$ cat config.mk
export PLATFORM = sky130hd
export DESIGN_NAME = rc_servo
export DESIGN_NICKNAME = d
export VERILOG_FILES = /design/src/rtl/rc_servo.sv
export SDC_FILE = /design/constraint.sdc
export NUM_CORES = 1
export LEC_CHECK = 0
export BUFFER_PORTS_ARGS = -buffer_cell sky130_fd_sc_hd__buf_2
export CORE_ASPECT_RATIO = 0.5
export CORE_MARGIN = 2
export CORE_UTILIZATION = 55
export DETAILED_ROUTE_END_ITERATION = 16
export GPL_ROUTABILITY_DRIVEN = 1
export HOLD_SLACK_MARGIN = 0.1
export PLACE_DENSITY_LB_ADDON = 0.2
export SLEW_MARGIN = 30
export SYNTH_ARGS = -nofsm -noshare
export SYNTH_HDL_FRONTEND = slang
export SYNTH_SLANG_ARGS = --single-unit
$ cat constraint.sdc
create_clock -name clk -period 4.8 [get_ports clk]
set_input_delay 0.96 -clock clk [delete_from_list [all_inputs] [get_ports clk]]
set_output_delay 0.96 -clock clk [all_outputs]
set_load 0.1 [all_outputs]
$ cat src/rtl/rc_servo.sv
// rc_servo: RC-servo joint output.
//
// Integrates a signed step-period command into a saturating position
// counter, reports that position as joint feedback, and drives a hobby-servo
// PWM whose pulse width is CENTER + position, latched once per frame.
//
// Ports:
//   clk            system clock, all logic on the rising edge
//   rst            asynchronous active-high reset
//   jointFreqCmd   signed step period in clk cycles; sign = direction, 0 = hold
//   jointFeedback  signed position, in clk cycles of pulse offset from CENTER
//   PWM            registered servo pulse output
module rc_servo #(
    parameter int CLK_FREQ  = 48000000,
    parameter int SERVO_FRQ = 100,
    parameter int CENTER_US = 1500,
    parameter int RANGE_US  = 500
) (
    input  logic               clk,
    input  logic               rst,
    input  logic signed [31:0] jointFreqCmd,
    output logic signed [31:0] jointFeedback,
    output logic               PWM
);

    localparam int PERIOD = CLK_FREQ / SERVO_FRQ;
    localparam int CENTER = CLK_FREQ / 1000000 * CENTER_US;
    localparam int RANGE  = CLK_FREQ / 1000000 * RANGE_US;

    localparam logic        [31:0] PERIOD_LAST = 32'(PERIOD - 1);
    localparam logic        [31:0] CENTER_U    = 32'(CENTER);
    localparam logic signed [31:0] CENTER_S    = 32'(CENTER);
    localparam logic signed [31:0] RANGE_S     = 32'(RANGE);

    // The widest pulse must still leave a low gap inside every frame.
    if (CENTER + RANGE >= PERIOD) begin : g_bad_params
        $error("rc_servo: CENTER + RANGE must be smaller than PERIOD");
    end

    // Magnitude of the command as unsigned; -2^31 negates to 2^31, which is
    // exactly the desired unsigned magnitude.
    function automatic logic [31:0] cmd_abs(input logic signed [31:0] c);
        logic signed [31:0] neg;
        neg = -c;
        return c[31] ? $unsigned(neg) : $unsigned(c);
    endfunction

    // One position step towards +RANGE (up) or -RANGE (down), saturating.
    function automatic logic signed [31:0] pos_step(
        input logic signed [31:0] pos,
        input logic               up
    );
        if (up) begin
            return (pos < RANGE_S) ? pos + 32'sd1 : pos;
        end
        return (pos > -RANGE_S) ? pos - 32'sd1 : pos;
    endfunction

    logic        [31:0] step_cnt_q, step_cnt_d;
    logic signed [31:0] pos_q, pos_d;
    logic        [31:0] frame_cnt_q, frame_cnt_d;
    logic        [31:0] width_q, width_d;
    logic               pwm_q, pwm_d;

    logic        [31:0] abs_cmd;
    logic               step;

    always_comb begin
        abs_cmd     = cmd_abs(jointFreqCmd);
        step        = 1'b0;
        step_cnt_d  = step_cnt_q;
        pos_d       = pos_q;
        frame_cnt_d = frame_cnt_q;
        width_d     = width_q;
        pwm_d       = 1'b0;

        // Step generator: the counter is never cleared on a command change,
        // so a shorter new period that the counter already exceeds fires
        // immediately.
        if (abs_cmd == 32'd0) begin
            step_cnt_d = 32'd0;
        end else if (step_cnt_q >= abs_cmd - 32'd1) begin
            step_cnt_d = 32'd0;
            step       = 1'b1;
        end else begin
            step_cnt_d = step_cnt_q + 32'd1;
        end

        // A step only happens with a nonzero command, so a clear sign bit
        // means a positive direction.
        if (step) begin
            pos_d = pos_step(pos_q, !jointFreqCmd[31]);
        end

        // PWM frame
        if (frame_cnt_q == PERIOD_LAST) begin
            frame_cnt_d = 32'd0;
        end else begin
            frame_cnt_d = frame_cnt_q + 32'd1;
        end

        // Width is sampled only at the frame start so position changes
        // mid-frame never distort the pulse in flight.
        if (frame_cnt_q == 32'd0) begin
            width_d = $unsigned(CENTER_S + pos_q);
        end

        // Comparing against the freshly latched width keeps the high time
        // equal to the latched width for the frame being started.
        pwm_d = (frame_cnt_q < width_d);
    end

    always_ff @(posedge clk or posedge rst) begin
        if (rst) begin
            step_cnt_q  <= 32'd0;
            pos_q       <= 32'sd0;
            frame_cnt_q <= 32'd0;
            width_q     <= CENTER_U;
            pwm_q       <= 1'b0;
        end else begin
            step_cnt_q  <= step_cnt_d;
            pos_q       <= pos_d;
            frame_cnt_q <= frame_cnt_d;
            width_q     <= width_d;
            pwm_q       <= pwm_d;
        end
    end

    assign jointFeedback = pos_q;
    assign PWM           = pwm_q;

endmodule

Word level (Yosys, flattened, before mapping):

Index checks and enable logic that the tools add are counted.

* $lt $le $gt $ge: 4
* equality and inequality tests: 2
* reduce and logical (&&, ||, !) cells: 4
* divide/modulo/power cells: 0
* bitwise logic cells: 0
* multipliers: 0
* shift-type cells: 0
* multiplexer cells: 13
* add/sub/neg operators: 7

Operators with widths (count)
* 32-bit 2-to-1 mux: 9
* 32-bit by 1-bit adder with 32-bit output (second input constant): 2
* 32-bit logical NOT: 2
* 18-bit by 32-bit adder with 32-bit output (first input constant): 1
* 32-bit by 2-bit adder with 32-bit output (second input constant): 1
* 32-bit by 19-bit == test with 1-bit output (second input constant): 1
* 32-bit greater-or-equal comparator: 1
* 32-bit by 16-bit greater-than comparator with 1-bit output (second input constant): 1
* 32-bit by 16-bit < comparator with 1-bit output (second input constant): 1
* 32-bit < comparator: 1
* 32-bit negation: 1
* 32-bit by 1-bit subtractor with 32-bit output (second input constant): 1
* 32-bit by 2-bit subtractor with 32-bit output (second input constant): 1
* 1-bit 2-to-1 mux: 4
* 3-bit inequality test (second input constant): 1
* 3-bit AND reduction: 1
* 2-bit nonzero test: 1

* memories: 0
* register bits after elaboration: 129
* latch bits: 0
* input port bits: 34
* memory bits (writable): 0
* bits in read-only memories: 0

Logic depth before layout (Yosys ltp):

* depth in word-level cells: 9
* mapped depth: 25

Worst setup path before layout:

Ideal clock, no wire load.

* kind: input -> register
* from: input port jointFreqCmd[0]
* to: register pos_q[28], in the netlist jointFeedback[28]
* cell stages on the path: 23
* required time: 4.728 ns
* setup slack: -1.077 ns
* path buffers: 2
* library setup time: 0.072 ns
* data arrival time: 5.805 ns
* path through: buf_2 inv_1 ha_1 or3b_2 nor3b_1 nor4_1 nand3_1 nor4_2 o211a_1 and4_1 nand3_1 xor2_1 ha_1 o21ai_0 o21ai_0 a211oi_1 o21ba_2 o211ai_1 o211ai_1 a21o_4 buf_6 or3_1 nand3_1

* cells in the longest elaborated chain, start to end: 7
* elaborated cells between the ends (all ways): 8
* classes of those cells: add/sub: 2; order compare: 1; mux: 3; reduce/logical: 2

RTL lines
* from (decl): line 21 `input logic signed [31:0] jointFreqCmd,`
* 32-bit negation: line 44 `neg = -c;`
* 32-bit 2-to-1 mux (*): line 45 `return c[31] ? $unsigned(neg) : $unsigned(c);`
* 32-bit by 1-bit subtractor with 32-bit output: line 82 `end else if (step_cnt_q >= abs_cmd - 32'd1) begin`
* 32-bit greater-or-equal comparator: line 82
* 1-bit 2-to-1 mux: line 82
* 1-bit 2-to-1 mux (*): line 80 `if (abs_cmd == 32'd0) begin`
* 3-bit AND reduction (no source line) (*)
* to (signal assigned): line 122 `pos_q <= pos_d;`
* to (decl): line 60 `logic signed [31:0] pos_q, pos_d;`

Mark *: on every way between the ends. The rest lies on a longest branch, timed or not.
A chain may end at the register's enable or synchronous reset.

Worst setup path after layout:

* from: input port jointFreqCmd[0]
* to: register pos_q[6], in the netlist jointFeedback[6]

Same word-level chain as after synthesis.

==> impl_metrics.prom <==
# TYPE chip_impl_metric gauge
chip_impl_info{name="critPathKind",value="in -> reg"} 1
chip_impl_metric{name="clock_skew_after_layout",unit="ns"} 0.008482
chip_impl_metric{name="cp.arrival",unit="ns"} 5.50
chip_impl_metric{name="synth_top_area_share",unit="%"} 28.70
chip_impl_info{name="worst_hold_path_type",value="reg -> reg"} 1
chip_impl_metric{name="detailedPlace.worstSlack",unit="ns"} -0.8861
chip_impl_metric{name="die_height",unit="um"} 103.1
chip_impl_metric{name="yosys_warning_count",unit=""} 0
chip_impl_metric{name="power.net_switching",unit="W"} 0.0009558
chip_impl_info{name="rsz0062_at_grt",value="true"} 1
chip_impl_metric{name="area_delta_synth_final",unit="%"} 21.66
chip_impl_metric{name="vias_per_cell",unit=""} 5.758
chip_impl_metric{name="worst_slack",unit="ns"} -0.3760
chip_impl_metric{name="setup_viol",unit=""} 63
chip_impl_metric{name="placed_area",unit="mm^2"} 0.01224
chip_impl_metric{name="gp_congestion",unit=""} 0.8702
chip_impl_metric{name="sw_frac_of_total",unit="%"} 30.82
chip_impl_metric{name="synth_area",unit="mm^2"} 0.01081
chip_impl_metric{name="drt_drc_violations_left",unit=""} 0
chip_impl_metric{name="cts.sinks",unit=""} 129
chip_impl_metric{name="yosysUniqueCellTypes",unit=""} 75
chip_impl_metric{name="initial_core_util",unit="%"} 55.82
chip_impl_metric{name="internal_power",unit="W"} 0.002145
chip_impl_metric{name="wl_met3",unit="um"} 980
chip_impl_info{name="ys_top_cells_by_area",value="sky130_fd_sc_hd__dfrtp_1 (29%), sky130_fd_sc_hd__ha_1 (12%), sky130_fd_sc_hd__xnor2_1 (6.6%)"} 1
chip_impl_metric{name="layout.nets",unit=""} 1575
chip_impl_info{name="status",value="finished, violations left"} 1
chip_impl_metric{name="timing.hold.worst_path_depth",unit=""} 1
chip_impl_metric{name="n_antenna_cell",unit=""} 0
chip_impl_metric{name="final_core_util",unit="%"} 67.91
chip_impl_metric{name="max_freq",unit="MHz"} 193.2
chip_impl_metric{name="numPortBuffers",unit=""} 66
chip_impl_metric{name="power.combinational.fraction",unit="%"} 23.5
chip_impl_metric{name="cts.path.max_buffers",unit=""} 2
chip_impl_metric{name="reported_leakage_power",unit="nW"} 6.153
chip_impl_metric{name="drt_iter0_drc",unit=""} 674
chip_impl_metric{name="pin_count",unit=""} 67
chip_impl_metric{name="drive_gt1_share",unit="%"} 21.43
chip_impl_metric{name="relSlewSlack",unit="%"} 39.73
chip_impl_metric{name="grt_pass1_wl",unit="um"} 45950
chip_impl_metric{name="post_synth.cell_area_avg",unit="um^2"} 8.567
chip_impl_metric{name="grt_residual_overflow",unit=""} 0
chip_impl_info{name="routed.top_layer",value="met4"} 1
chip_impl_metric{name="maximum_number_of_pins_on_one_net_before_global_route_repair",unit=""} 63
chip_impl_metric{name="layout_worst_path_cycle_share",unit="%"} 107.8
chip_impl_metric{name="tritoncts_buffers",unit=""} 17
chip_impl_metric{name="met2_length",unit="um"} 13650
chip_impl_metric{name="crit_fanout",unit=""} 23
chip_impl_metric{name="worst_skew_pair.late_latency",unit="ns"} 0.42
chip_impl_metric{name="critical_path_required",unit="ns"} 5.12
chip_impl_metric{name="maximum_level_of_the_cts_h_tree",unit=""} 4
chip_impl_info{name="hp-start",value="width_q[28]"} 1
chip_impl_metric{name="dieArea",unit="mm^2"} 0.02086
chip_impl_metric{name="fin_crit",unit="ns"} 5.176
chip_impl_metric{name="grt_pass1_vias",unit=""} 9566
chip_impl_info{name="worst_setup_path_startpoint",value="jointFreqCmd[0]"} 1
chip_impl_metric{name="netlist_instances",unit=""} 1262
chip_impl_metric{name="grt_util_all_layers",unit="%"} 27.39
chip_impl_metric{name="cts.reportedPaths.clkPinSlew",unit="ns"} 0.05
chip_impl_metric{name="async_flop_share",unit="%"} 100.0
chip_impl_metric{name="final-max-slew-violation-count",unit=""} 0
chip_impl_metric{name="m1WireLength",unit="um"} 13320
chip_impl_metric{name="finish.instance_area",unit="mm^2"} 0.01315
chip_impl_metric{name="cts_hold_buffers",unit=""} 0
chip_impl_metric{name="drtAntennaViolNets",unit=""} 0
chip_impl_metric{name="wl_per_cell",unit="um"} 16.58
chip_impl_metric{name="seqPwrFrac",unit="%"} 36.8
chip_impl_metric{name="fp.dieW",unit="um"} 202.3
chip_impl_metric{name="synth-edff-count",unit=""} 0
chip_impl_metric{name="postSynthNetCount",unit=""} 1399
chip_impl_metric{name="dp.final_hpwl",unit="um"} 20880
chip_impl_metric{name="synth_seq_area_share",unit="%"} 29.92
chip_impl_metric{name="totalWireLength",unit="um"} 28460
chip_impl_metric{name="grt_antenna_before_repair",unit=""} 0
chip_impl_metric{name="final.setup.tns",unit="ns"} -15.87
chip_impl_metric{name="dr_total_vias",unit=""} 9886
chip_impl_metric{name="detailedRoute.firstPassIterationCount",unit=""} 5
chip_impl_metric{name="postSynthRegisterBits",unit=""} 129
chip_impl_metric{name="share_clk_of_total_power",unit="%"} 39.7
chip_impl_info{name="cts_tree",value="done"} 1
chip_impl_metric{name="tightest_slew",unit="ns"} 0.8971
chip_impl_info{name="yosys.area.top_type",value="sky130_fd_sc_hd__dfrtp_1"} 1
chip_impl_metric{name="r2r_cells",unit=""} 19
chip_impl_metric{name="core_area",unit="mm^2"} 0.01937
chip_impl_info{name="failing_checks",value="negative setup slack"} 1
chip_impl_metric{name="max-vdd-ir-drop",unit="mV"} 0.1992
chip_impl_info{name="root_buffer",value="sky130_fd_sc_hd__clkbuf_16"} 1
chip_impl_metric{name="finalHoldViolCount",unit=""} 0
chip_impl_info{name="timing.critical_path.from_type",value="input pin"} 1
chip_impl_info{name="crit_end_element",value="flop"} 1
chip_impl_metric{name="placementRows",unit=""} 36
chip_impl_metric{name="p_per_area",unit="mW/mm^2"} 235.7
chip_impl_info{name="regToRegStartpoint",value="jointFeedback[7]"} 1
chip_impl_metric{name="drv_cap",unit=""} 0
chip_impl_info{name="ys_dominant_reg_cell",value="sky130_fd_sc_hd__dfrtp_1"} 1
-- registers in the layout, indices dropped and copies added, names as in the netlist --
| name | flops |
|---|---|
| PWM | 1 |
| frame_cnt_q | 32 |
| jointFeedback | 32 |
| width_q | 32 |
| step_cnt_q | 32 |
-- kinds of logic (layout without fill, tap and decap cells) --
| kind of cell | Yosys count | count (layout) | synth area share [%] |
|---|---|---|---|
| multiplexers | 29 | 29 | 2.928 |
| adder cells (fa/ha/maj) | 103 | 103 | 11.99 |
| AND/OR/NAND/NOR | 497 | 497 | 23.27 |
| flip-flops | 129 | 129 | 29.92 |
| buffers and inverters | 91 | 280 | 3.483 |
| XOR/XNOR | 161 | 161 | 13.04 |
| AO/OA/AOI/OAI | 252 | 252 | 15.37 |
-- metal layers --
layer  track usage [%]  vias to the layer above
met3             3.982                       30
met4             9.489                        0
met1             35.32                     4749
met2             48.00                      207
met5                 0                        -
li1                  -                     4900
-- power groups by stage --
stage                     Sequential, W  Combinational, W  Clock, W
after global routing            0.00114          0.000792   0.00130
after CTS                       0.00114          0.000714   0.00125
after floorplan                 0.00125          0.000387         0
after global placement          0.00116          0.000678         0
after detailed placement        0.00116          0.000691         0
final                           0.00114          0.000729   0.00123
-- layout make-up --
type	count	area [um^2]
Multi-Input combinational cell	1042	7452
Clock buffer	27	503.0
Inverter	52	202.7
Tap cell	266	332.8
Clock inverter	5	55.05
Fill cell	1567	6215
Timing Repair Buffer	196	1374
Sequential cell	129	3234
-- per-stage QoR --
stage	power [W]	hold WS, ns	std cells
floorplan	0.001642	0.4520	1262
global placement	0.001834	0.4690	1670
detailed placement	0.001848	0.4785	1670
CTS	0.003098	0.4908	1714
global route	0.003234	0.5002	1717
finish	0.003101	0.4834	1717
-- synthesized netlist by cell type, types with 20 or more instances --
library cell               number
sky130_fd_sc_hd__nand2_1      130
sky130_fd_sc_hd__dfrtp_1      124
sky130_fd_sc_hd__nor2_1       106
sky130_fd_sc_hd__ha_1         102
sky130_fd_sc_hd__xnor2_1       81
sky130_fd_sc_hd__xor2_1        80
sky130_fd_sc_hd__nand3_1       56
sky130_fd_sc_hd__inv_1         51
sky130_fd_sc_hd__a21oi_1       50
sky130_fd_sc_hd__o21ai_0       49
sky130_fd_sc_hd__and3_1        35
sky130_fd_sc_hd__nand4_1       31
sky130_fd_sc_hd__nor3_1        23
sky130_fd_sc_hd__o21ai_1       22
sky130_fd_sc_hd__clkbuf_1      21
sky130_fd_sc_hd__mux2_2        21
sky130_fd_sc_hd__nor4_1        20
-- critical path, stage by stage --
cell	delay, ns
sky130_fd_sc_hd__buf_8	0.10
sky130_fd_sc_hd__inv_4	0.05
sky130_fd_sc_hd__ha_4	0.13
sky130_fd_sc_hd__or4b_4	0.51
sky130_fd_sc_hd__nor4_2	0.24
sky130_fd_sc_hd__buf_4	0.17
sky130_fd_sc_hd__nand2_1	0.06
sky130_fd_sc_hd__or4_1	0.56
sky130_fd_sc_hd__a31oi_4	0.26
sky130_fd_sc_hd__and4_4	0.29
sky130_fd_sc_hd__nand2_2	0.07
sky130_fd_sc_hd__xnor2_2	0.14
sky130_fd_sc_hd__ha_1	0.32
sky130_fd_sc_hd__a211oi_2	0.18
sky130_fd_sc_hd__o21ai_1	0.09
sky130_fd_sc_hd__a211oi_2	0.28
sky130_fd_sc_hd__o21bai_1	0.11
sky130_fd_sc_hd__o211ai_1	0.39
sky130_fd_sc_hd__a21o_4	0.22
sky130_fd_sc_hd__buf_12	0.17
sky130_fd_sc_hd__nand2_1	0.06
sky130_fd_sc_hd__o21ai_1	0.13
-- path summary, 6_finish.rpt --
| path | endpoint | slack [ns] |
|---|---|---|
| setup reg to reg | PWM | 0.83 |
| setup / recovery | jointFeedback[6] | -0.38 |
| hold reg to reg | width_q[28] | 0.48 |
| hold / removal | width_q[28] | 0.48 |
| min in group asynchronous | step_cnt_q[27] | 0.68 |
| max in group asynchronous | frame_cnt_q[17] | 3.17 |
-- timing repair --
action | CTS | global route
pin swaps | 11 | 11
gates resized for setup | 35 | 16
setup endpoints to repair | 64 | 64
setup buffers | 13 | 4
-- cell usage in the layout (no fill, tap or decap), drive strengths merged, types with 56 or more instances in the layout --
cell type	Yosys	routed
buf	18	196
dfrtp	124	124
ha	102	102
nand2	130	130
nand3	56	56
nor2	106	106
o21ai	71	71
xnor2	81	81
xor2	80	80
Power figures use the tool's default switching activity.
